### src/rtl/hazard_scoreboard.sv
// Issue hazard scoreboard: per-register latency countdowns, data/WAW/
// control/structural stall detection, mispredict flush FSM, stall stats.
// Ports: clk, rst_n (async, active-low)
//   iss_valid/rs1/rs2/rd/lat : instruction offered for issue
//   fwd_en, br_pend, br_mispred, unit_busy : hazard context
//   iss_ready, stall : combinational issue handshake
//   flush, cause : registered flush pulse and stall cause
//   stall_cnt, flush_cnt : saturating statistics
module hazard_scoreboard #(
    parameter int NREG      = 16,
    parameter int LAT_W     = 3,
    parameter int FLUSH_CYC = 2,
    parameter int CNT_W     = 16,
    localparam int RW       = $clog2(NREG)
) (
    input  logic             clk,
    input  logic             rst_n,
    input  logic             iss_valid,
    input  logic [RW-1:0]    iss_rs1,
    input  logic [RW-1:0]    iss_rs2,
    input  logic [RW-1:0]    iss_rd,
    input  logic [LAT_W-1:0] iss_lat,
    input  logic             fwd_en,
    input  logic             br_pend,
    input  logic             br_mispred,
    input  logic             unit_busy,
    output logic             iss_ready,
    output logic             stall,
    output logic             flush,
    output logic [1:0]       cause,
    output logic [CNT_W-1:0] stall_cnt,
    output logic [CNT_W-1:0] flush_cnt
);

    typedef enum logic {S_RUN, S_FLUSH} state_t;

    state_t           state, state_nxt;
    logic [3:0]       tmr, tmr_nxt;
    logic [LAT_W-1:0] sb [NREG];

    logic [LAT_W-1:0] sb_rs1, sb_rs2, sb_rd;
    logic             haz_rs1, haz_rs2, waw;
    logic             ctrl_stall, data_stall, accept;
    logic             flush_nxt;
    logic [1:0]       cause_nxt;

    assign sb_rs1 = sb[iss_rs1];
    assign sb_rs2 = sb[iss_rs2];
    assign sb_rd  = sb[iss_rd];

    // A source due next cycle is covered by the bypass when forwarding is on.
    assign haz_rs1 = (iss_rs1 != '0) && (sb_rs1 != '0)
                   && !((sb_rs1 == LAT_W'(1)) && fwd_en);
    assign haz_rs2 = (iss_rs2 != '0) && (sb_rs2 != '0)
                   && !((sb_rs2 == LAT_W'(1)) && fwd_en);
    // A shorter new write must not land before an older one to the same reg.
    assign waw = (iss_rd != '0) && (iss_lat != '0) && (sb_rd > iss_lat);

    assign ctrl_stall = br_mispred || (state == S_FLUSH) || br_pend;
    assign data_stall = haz_rs1 || haz_rs2 || waw;

    assign iss_ready = !ctrl_stall && !data_stall && !unit_busy;
    assign stall     = iss_valid && !iss_ready;
    assign accept    = iss_valid && iss_ready;

    always_ff @(posedge clk or negedge rst_n) begin
        if (!rst_n) begin
            state <= S_RUN;
            tmr   <= '0;
        end else begin
            state <= state_nxt;
            tmr   <= tmr_nxt;
        end
    end

    // A mispredict always (re)starts the flush window, even mid-flush.
    always_comb begin
        state_nxt = state;
        tmr_nxt   = tmr;
        if (br_mispred) begin
            state_nxt = S_FLUSH;
            tmr_nxt   = 4'(FLUSH_CYC - 1);
        end else begin
            case (state)
                S_RUN: ;
                S_FLUSH: begin
                    if (tmr == '0) state_nxt = S_RUN;
                    else           tmr_nxt   = tmr - 4'd1;
                end
                default: state_nxt = S_RUN;
            endcase
        end
    end

    always_comb begin
        flush_nxt = br_mispred;
        cause_nxt = 2'd0;
        if (stall) begin
            if (ctrl_stall)      cause_nxt = 2'd1;
            else if (data_stall) cause_nxt = 2'd2;
            else                 cause_nxt = 2'd3;
        end
    end

    always_ff @(posedge clk or negedge rst_n) begin
        if (!rst_n) begin
            flush     <= 1'b0;
            cause     <= 2'd0;
            stall_cnt <= '0;
            flush_cnt <= '0;
        end else begin
            flush <= flush_nxt;
            cause <= cause_nxt;
            if (stall && (stall_cnt != '1))
                stall_cnt <= stall_cnt + 1'b1;
            if (br_mispred && (flush_cnt != '1))
                flush_cnt <= flush_cnt + 1'b1;
        end
    end

    // Flush leaves the countdowns alone: older writes still retire.
    always_ff @(posedge clk or negedge rst_n) begin
        if (!rst_n) begin
            for (int r = 0; r < NREG; r++)
                sb[r] <= '0;
        end else begin
            for (int r = 0; r < NREG; r++) begin
                if (r == 0)
                    sb[r] <= '0;
                else if (accept && (iss_rd == RW'(r)))
                    sb[r] <= iss_lat;
                else if (sb[r] != '0)
                    sb[r] <= sb[r] - 1'b1;
            end
        end
    end

endmodule

### config.mk
export PLATFORM = sky130hd
export DESIGN_NAME = hazard_scoreboard
export DESIGN_NICKNAME = d
export VERILOG_FILES = /design/src/rtl/hazard_scoreboard.sv
export SDC_FILE = /design/constraint.sdc
export NUM_CORES = 1
export LEC_CHECK = 0
export CAP_MARGIN = 20
export CORE_ASPECT_RATIO = 0.7
export CORE_UTILIZATION = 45
export DETAILED_ROUTE_END_ITERATION = 10
export HOLD_SLACK_MARGIN = 0.03
export PLACE_DENSITY = 0.79
export SKIP_LAST_GASP = 1
export SYNTH_ARGS = -nofsm -noshare
export SYNTH_HDL_FRONTEND = slang
export SYNTH_SLANG_ARGS = --single-unit
### constraint.sdc
create_clock -name clk -period 4.6 [get_ports clk]
set_clock_uncertainty 0.05 [all_clocks]
set_input_delay 0.69 -clock clk [delete_from_list [all_inputs] [get_ports clk]]
set_output_delay 0.69 -clock clk [all_outputs]
set_load 0.005 [all_outputs]
==> After elaboration in Yosys (flattened, before gate mapping) <==
Cells that the tools add are included.
{ "totals": {"ff_bits": 85, "n_memories": 0, "romBits": 0, "latch_bits": 0, "ram_bits": 0} }
{ "op_classes": {"bitwise": 3, "mux": 48, "n_lt_le_gt_ge": 4, "eq_ne": 20, "shift": 0, "reduce_logical": 78, "n_mul": 0, "div_mod_pow": 0, "add_sub_neg": 18} }
{ "ops": {"columns": ["operator", "n"], "rows": [
  ["$mux W3", 36],
  ["$reduce_bool A3 Y1", 18],
  ["$sub A3 B1 Y3 const B", 15],
  ["$bmux W3 S4", 3],
  ["$add A16 B1 Y16 const B", 2],
  ["$eq A4 B4 Y1 const B", 8],
  ["$ne A16 B16 Y1 const B", 2],
  ["$reduce_bool A2 Y1", 16],
  ["$logic_and A1 B1 Y1", 29],
  ["$eq A4 B3 Y1 const B", 4],
  ["$ge A5 B5 Y1 const B", 3],
  ["$not A4 Y5", 3],
  ["$mux W4", 3],
  ["$reduce_bool A4 Y1", 3],
  ["$eq A4 B2 Y1 const B", 2],
  ["$eq A3 B1 Y1 const B", 2],
  ["$logic_not A1 Y1", 6],
  ["$eq A4 B1 Y1 const B", 1],
  ["$logic_not A4 Y1", 1],
  ["$logic_or A1 B1 Y1", 4],
  ["$mux W1", 4],
  ["$mux W2", 2],
  ["$sub A4 B1 Y4 const B", 1],
  ["$gt A3 B3 Y1", 1],
  ["2 further kinds", 2]
]} }

==> Logic depth before layout (Yosys ltp) <==
Gate-level depths: netlist of run 1.
{ "depth": {"word_depth": 16, "ltp_mapped": 18, "mapped_depth_nobuf": 15} }

==> Worst setup path before layout of run 1 <==
OpenSTA, ideal clock, no wires.
{ "synth_path": {"kind": "in2out", "start": "in iss_rd[0]", "end": "out stall", "cell_stages": 15, "path_slack_ns": -0.325, "t_arrival_ns": 4.185, "cell_sequence": "clkbuf_1 -> clkbuf_1 -> mux4_2 -> mux4_2 -> ha_1 -> nor2b_1 -> o21ai_0 -> nand2b_1 -> a21oi_1 -> nand4_1 -> or3_4 -> buf_6 -> clkbuf_1 -> nor2_1 -> nor2_1"} }
{ "synth_between": {"elab_chain_cells": 12, "elab_cells_between_ends": 14} }
{ "synth_lines": {"columns": ["element", "line", "text"], "rows": [
  ["from (decl)", "21", "input logic [RW-1:0] iss_rd,"],
  ["$not A4 Y5 (not written as such)", "49", "assign sb_rd = sb[iss_rd];"],
  ["$bmux W3 S4", "49", null],
  ["$mux W3 (not written as such) (2 in series)", "49", null],
  ["$gt A3 B3 Y1", "57", "assign waw = (iss_rd != '0) && (iss_lat != '0) && (sb_rd > iss_lat);"],
  ["$logic_and A1 B1 Y1 (*)", "57", null],
  ["$logic_or A1 B1 Y1 (*)", "60", "assign data_stall = haz_rs1 || haz_rs2 || waw;"],
  ["$logic_not A1 Y1 (*)", "62", "assign iss_ready = !ctrl_stall && !data_stall && !unit_busy;"],
  ["$logic_and A1 B1 Y1 (*) (2 in series)", "62", null],
  ["named net iss_ready", "27", "output logic iss_ready,"],
  ["$logic_not A1 Y1 (*)", "63", "assign stall = iss_valid && !iss_ready;"],
  ["$logic_and A1 B1 Y1 (*)", "63", null],
  ["to (decl)", "28", "output logic stall,"]
]} }
Mark *: on every way through the listed nets, which the timed path passes. The rest lies on a longest branch. The select of a mux whose other input is x is not followed.

==> Worst setup path in the final report of run 1 <==
{ "layout_path": {"start": "in iss_rd[0]", "end": "out iss_ready"} }
{ "layout_between": {"elab_chain_cells": 10, "elab_cells_between_ends": 12} }
{ "layout_lines": {"columns": ["element", "line"], "rows": [
  ["$not A4 Y5 (not written as such)", "49"],
  ["$bmux W3 S4", "49"],
  ["$mux W3 (not written as such) (2 in series)", "49"],
  ["$gt A3 B3 Y1", "57"],
  ["$logic_and A1 B1 Y1 (*)", "57"],
  ["$logic_or A1 B1 Y1 (*)", "60"],
  ["$logic_not A1 Y1 (*)", "62"],
  ["$logic_and A1 B1 Y1 (*) (2 in series)", "62"],
  ["to (decl)", "27"]
]} }
Mark *: on every way between the ends. The rest lies on a longest branch, timed or not. The select of a mux whose other input is x is not followed.

==> summary.md, run 1 <==
| Metric | Value |
|---|---|
| Run status | `finished with violations` |
| Failing checks | `design-rule violations` |
| R2r endpoint | `sb[24]` |
| Global-route wire length before repair | `25000 um` |
| Relative slew slack | `48.3%` |
| Via count | `4752` |
| Pint | `2.49 mW` |
| Final Cycle Share | `98.0%` |
| Logic pwr share | `45.7%` |
| Area grow syn2layout | `23.1%` |
| CTS Buf Count | `9` |
| Yosys top cell area share | `36.2%` |
| Worst min path class | `in -> async` |
| Clock sinks | `85` |
| Cells on worst reg2reg path | `12` |
| Synth area leaders | `dfrtp_1 36%, ha_1 7.9%, mux2i_1 7.7%` |
| Clock buffer depth | `2` |
| Die W | `139 um` |
| Sequential fraction of design power | `35.8%` |
| Num rows | `34` |
| Initial antenna violation count | `0` |
| Worst setup SP type | `input port` |
| First-pass iteration count of the detailed router | `8` |
| Switching portion of total power | `39.0%` |
| Diode count | `0` |
| Compound-Gate Fraction of Synth Area | `7.88%` |
| VDD IR max | `0.000310 V` |
| Post-Synth Adder-Cell Area | `7.88%` |
| I/O pins | `59` |
| Syn Nets | `637` |
| Dominant synthesized flop cell | `dfrtp_1` |
| GRT overflow | `0` |
| Largest fanout on the critical path | `7` |
| Largest net degree at the start of global routing | `86` |
| Tmin final | `4.51 ns` |
| Max Cap Viol | `0` |
| Yosys cell types | `52` |
| Worst r2r src | `sb[16]` |
| Root Buffer | `clkbuf_16` |
| Core Area | `0.0126 mm^2` |
| Post-synthesis mux area share | `19.1%` |
| Slew @ Worst Pin | `0.769 ns` |
| Reg-to-reg slack, setup | `0.50 ns` |
| Vias in the first global route | `4804` |
| Post-layout util | `57.5%` |
| Final GP Congestion | `0.939` |
| Proportion of layout cells with a drive suffix above 1 | `16.7%` |
| Final hold vios | `0` |
| IO buf count | `58` |
| Post-synthesis async set-or-reset flop share | `100%` |
| Total GRT Usage | `23.6%` |
| Leakage | `3.37 nW` |
| Simple-gate share of the synthesized area | `17.3%` |
| DP HPWL | `11300 um` |
| CTS HTree Levels | `3` |
| CP startpoint | `iss_rd[0]` |
| Yosys warns | `0` |
| Number of antenna-violating nets in the routed design | `0` |
| Power share of the clock group | `18.5%` |
| Detailed-route wire length per cell | `18.2 um` |
| CTS tree | `done` |
| P per Cell Area | `564 mW/mm^2` |
| RSZ-0062 raised after global routing | `no` |
| Yosys top cell by area | `dfrtp_1` |
| Reg clk slew, reported paths | `0.06 ns` |
| DRC Markers | `6` |
| Final Cell Area | `0.00724 mm^2` |
| Iter 0 DRT Violations | `327` |
| Starting Density | `46.7%` |
| Post-synthesis instance area | `0.00588 mm^2` |
| Post-Route WL | `15100 um` |
| Nets | `724` |
| Worst Setup EP | `iss_ready` |
| Die Y | `97.6 um` |
| Via/cell ratio | `5.72` |
| Critical path arrival | `3.77 ns` |
| Setup TNS | `0 ns` |
| Switch Pwr | `1.59 mW` |
| Clock latency on the worst-skew pair | `0.34 ns` |
| # setup viols final | `0` |
| Worst EP required | `3.86 ns` |
| Placed instance area | `0.00683 mm^2` |
| FMAX | `0.222 GHz` |
| Xor and xnor area share after synthesis | `6.85%` |
| Number of slew-limit violations in the final report | `0` |
| Main combinational cell family by area after synthesis | `multiplexers` |
| Critical path capture point type | `output port` |
| Fill count | `1048` |
| Register area share after synthesis | `36.2%` |
| Avg Cell Area, Syn | `10.2 um^2` |
| Seq cells post-synth | `85` |
| Die area | `0.0135 mm^2` |
| Crit Path Class | `in -> out` |
| Number of flops mapped to enable cells by yosys | `0` |
| Hold Buf Count CTS | `0` |
| Gate Count Post-Synth | `578` |
[worst min-delay path by stage]
stage | start | end | slack, ns | cells after the start
after floorplan | rst_n | cause[0] | 0.34 | 0
after global placement | flush_cnt[10] | flush_cnt[10] | 0.43 | 1
after detailed placement | flush_cnt[10] | flush_cnt[10] | 0.44 | 1
after CTS | flush_cnt[5] | flush_cnt[5] | 0.45 | 1
after global routing | rst_n | sb[22] | 0.15 | 1
final | rst_n | sb[22] | 0.15 | 1
[worst max-delay path: stages]
cell,delay [ns]
dlygate4sd2_1,0.21
buf_6,0.14
mux4_2,0.49
mux4_2,0.52
ha_4,0.26
nor2b_1,0.13
o21ai_1,0.12
nand2b_1,0.07
a21oi_1,0.15
nand4_1,0.11
or3_4,0.43
nor2_4,0.14
buf_6,0.12
clkdlybuf4s15_2,0.19
[cells by family after synthesis]
logic type | count (synthesis)
AO/OA/AOI/OAI | 71
XOR/XNOR | 46
adder cells (fa/ha/maj) | 37
buffers and inverters | 66
flip-flops | 85
multiplexers | 83
AND/OR/NAND/NOR | 190
[per-stage QoR]
stage,instances,setup WS [ns],hold WS (ns),power (mW)
5_1_grt,831,0.000254,0.154,4.39
3_3_place_gp,813,-0.397,0.427,3.15
4_1_cts,830,0.0615,0.447,4.07
3_5_place_dp,813,-0.480,0.438,3.28
2_1_floorplan,578,0.0547,0.344,2.68
6_report,831,0.0923,0.148,4.08
[power by group through the flow]
stage               clock, mW  combinational [mW]  sequential (mW)
floorplan                   0                1.39             1.28
global placement            0                1.72             1.43
detailed placement          0                1.83             1.44
CTS                     0.770                1.87             1.44
global route            0.805                2.10             1.49
finish                  0.756                1.87             1.46
[sequential cells by signal, summed over array words and instances, names as in the netlist]
name and cells:
sb 45, state 1, flush 1, flush_cnt 16, cause 2, stall_cnt 16, tmr 4
[synth_stat cells, drive strengths merged (4+ instances only)]
library cell,n
o2111ai,10
mux4,18
o21ai,28
nand2,44
xor2,8
clkbuf,15
or4,15
mux2i,45
dfrtp,85
nor3b,4
buf,7
nand2b,22
xnor2,38
and3,9
nor3,15
nand4,5
nand3,17
mux2,20
inv,44
ha,37
nor2,43
a21oi,10
or2,4
[layout by cell type (no fill, tap or decap), types with 14 or more instances in the layout]
| cell | n |
|---|---|
| o21ai_0 | 27 |
| buf_4 | 35 |
| nor2_1 | 42 |
| inv_1 | 44 |
| clkdlybuf4s50_1 | 53 |
| mux4_2 | 17 |
| ha_1 | 36 |
| dfrtp_1 | 85 |
| mux2i_1 | 45 |
| nand2b_1 | 22 |
| nor3_1 | 14 |
| xnor2_1 | 38 |
| nand3_1 | 17 |
| nand2_1 | 44 |
[final cells by class]
| class | instances | area, um^2 | share of cell area [%] |
|---|---|---|---|
| Clock buffer | 11 | 253 | 3.49 |
| Tap cell | 162 | 203 | 2.80 |
| Clock inverter | 4 | 56.3 | 0.778 |
| Inverter | 44 | 165 | 2.28 |
| Multi-Input combinational cell | 427 | 3490 | 48.2 |
| Sequential cell | 85 | 2130 | 29.4 |
| Timing Repair Buffer | 98 | 947 | 13.1 |
[repair_timing]
item,in CTS,in global routing
endpoints found under the setup margin,2,2
cloned,1,0
gates resized for setup,14,1
pin swaps,6,2
setup buffers,1,0
[per-layer routing]
metal | GRT usage [%] | wire length [um] | vias to the layer above
li1 | - | - | 2225
met1 | 32.2 | 6710 | 2310
met2 | 36.4 | 6730 | 208
met3 | 8.97 | 1630 | 9
met4 | 3.03 | 74 | 0
met5 | 0 | 0 | -
Power figures use the tool's default switching activity.
==> run 2, diff against run 1 <==
Settings changed: GPL_ROUTABILITY_DRIVEN set to 0, REMOVE_ABC_BUFFERS set to 1.
==> run 2 against run 1 <==
  * The flow still finishes with violations (design-rule violations)
  * Sequential cell count unchanged
  * Sequential share of layout area increased by 0.071 points
  * Global-route usage decreased by 0.52 points
  * Power increased by 1.6%
  * Worst setup slack improved by 0.057 ns
  * First-iteration DRC count increased by 20%
  * Count of clock-buffer cells in the layout decreased by 1
  * Sequential power about the same
  * Final cell count decreased by 0.36%
  * Routed wire length increased by 0.95%
  * Largest power group unchanged
==> summary.md, run 2 (same netlist as run 1, synthesis figures left out) <==
| Metric | Value |
|---|---|
| Worst slack at placement | `-0.463 ns` |
| CP max stage cell | `mux4_2` |
| FMAX | `0.225 GHz` |
| RSZ-0062 raised after global routing | `no` |
| CP most frequent cell | `mux4_2` |
| Largest fanout on the critical path | `6` |
| Area grow syn2layout | `22.8%` |
| Total GRT Usage | `23.1%` |
| Relative slew slack | `47.3%` |
| Root Buffer | `clkbuf_16` |
| Worst EP required | `3.86 ns` |
| Number of slew-limit violations in the final report | `0` |
| I/O pins | `59` |
| Core Area | `0.0126 mm^2` |
| Largest net degree at the start of global routing | `86` |
| CTS HTree Levels | `3` |
| Clock buffer depth | `2` |
| DP HPWL | `11200 um` |
| R2r endpoint | `sb[26]` |
| Final Cell Area | `0.00722 mm^2` |
| Placed instance area | `0.00679 mm^2` |
| Final Cycle Share | `96.8%` |
| Hold Buf Count CTS | `0` |
| Detailed-route wire length per cell | `18.5 um` |
| P per Cell Area | `575 mW/mm^2` |
| Diode count | `0` |
| First-pass iteration count of the detailed router | `8` |
| Clock sinks | `85` |
| Die W | `139 um` |
| Non-Filler Instances | `828` |
| Vias in the first global route | `4886` |
| CTS Buf Count | `9` |
| CP top delay family | `multiplexers` |
| CP max stage delay | `0.53 ns` |
| Die Y | `97.6 um` |
| Tmin final | `4.45 ns` |
| Die area | `0.0135 mm^2` |
| Most frequent cells in the layout | `85 x dfrtp_1, 53 x clkdlybuf4s50_1, 45 x mux2i_1, 44 x inv_1, 44 x nand2_1` |
| Nets | `720` |
| Run status | `finished with violations` |
| IO buf count | `58` |
| Reg-to-reg slack, setup | `0.50 ns` |
| # setup viols final | `0` |
| Leakage | `3.36 nW` |
| Cell count after placement | `807` |
| Iter 0 DRT Violations | `391` |
| Critical path capture point type | `output port` |
| Number of antenna-violating nets in the routed design | `0` |
| Worst setup SP type | `input port` |
| Num rows | `34` |
| Failing checks | `design-rule violations` |
| Initial antenna violation count | `0` |
| VDD IR max | `0.000270 V` |
| Proportion of layout cells with a drive suffix above 1 | `16.8%` |
| Post-layout util | `57.3%` |
| Via/cell ratio | `5.85` |
| Worst min path class | `in -> async` |
| Final hold vios | `0` |
| Largest register FFs | `45` |
| Commonest non-fill, non-tap cell in the layout | `dfrtp_1` |
| Cells on worst reg2reg path | `13` |
| Fin Hold WS | `0.261 ns` |
| Clock latency on the worst-skew pair | `0.35 ns` |
| Worst path bufs/invs | `3` |
| CTS tree | `done` |
| Max Cap Viol | `0` |
| GRT overflow | `0` |
| DRC Markers | `7` |
| Critical path arrival | `3.71 ns` |
| Starting Density | `46.7%` |
| Via count | `4840` |
| Worst path cell trace | `dlygate4sd2_1 -> buf_6 -> mux4_2 -> mux4_2 -> ha_4 -> nor2b_1 -> o21ai_1 -> nand2b_1 -> a21oi_2 -> nand4_1 -> or3_4 -> nor2_4 -> nor2_1 -> buf_2` |
| Reg clk slew, reported paths | `0.06 ns` |
| Slew @ Worst Pin | `0.784 ns` |
| Worst Slack Setup Final | `0.149 ns` |
| Crit Path Class | `in -> out` |
| Post-Route WL | `15300 um` |
| Global-route wire length before repair | `24400 um` |
| Most flop-heavy register | `sb` |
| Worst r2r src | `sb[1]` |
| Top Registers | `sb (45), flush_cnt (16), stall_cnt (16)` |
run 2: final cells by class:
cell class / instances / area, um^2
clock buffers: 10 / 239
clock inverters: 6 / 86.3
fillers: 1056 / 5370
inverters: 44 / 165
multi-input cells: 427 / 3500
flip-flops and latches: 85 / 2130
well taps: 162 / 203
repair buffers: 94 / 897
run 2: what timing repair did:
action                                  4_1_cts  5_1_grt
pin swaps                                     7        1
endpoints found under the setup margin        2        4
resized for setup                            16        2
buffers inserted                              3        0
gates cloned                                  0        1
run 2: worst reg2reg max path: cells and delay by family, from the launching register on:
kind	cells	cell delay [ns]
AO/OA/AOI/OAI	2	0.29
adder cells (fa/ha/maj)	1	0.26
buffers and inverters	2	0.44
flip-flops	1	0.47
multiplexers	3	1.12
AND/OR/NAND/NOR	5	1.35
run 2: through the flow:
step           power, mW  TNS (ns)
2_1_floorplan       2.65         0
3_3_place_gp        3.10     -9.87
3_5_place_dp        3.27    -10.97
4_1_cts             4.12         0
5_1_grt             4.43         0
6_report            4.15         0
run 2: per-layer routing:
metal | routed length, um | up-vias | track usage, %
met3 | 1350 | 29 | 5.91
met1 | 6490 | 2371 | 30.2
met5 | 0 | - | 0
met4 | 276 | 0 | 7.78
met2 | 7170 | 220 | 37.3
li1 | - | 2220 | -
run 2: how the worst max path moves through the flow:
stage / start / to / slack (ns) / cells after the start
global placement: iss_rd[0] / iss_ready / -0.44 / 13
finish: iss_rd[0] / stall / 0.15 / 14
global route: iss_rd[0] / stall / 0.07 / 14
CTS: iss_rd[1] / stall / 0.03 / 15
floorplan: iss_rd[0] / sb[24] / 0.62 / 11
detailed placement: iss_rd[0] / stall / -0.46 / 14
run 2: power by group:
| part | total (mW) | leakage (nW) | switching (mW) | internal (mW) |
|---|---|---|---|---|
| registers | 1.46 | 1.05 | 0.419 | 1.05 |
| clock network | 0.800 | 0.158 | 0.310 | 0.490 |
| logic | 1.89 | 2.15 | 0.878 | 1.01 |
| total | 4.15 | 3.36 | 1.61 | 2.54 |
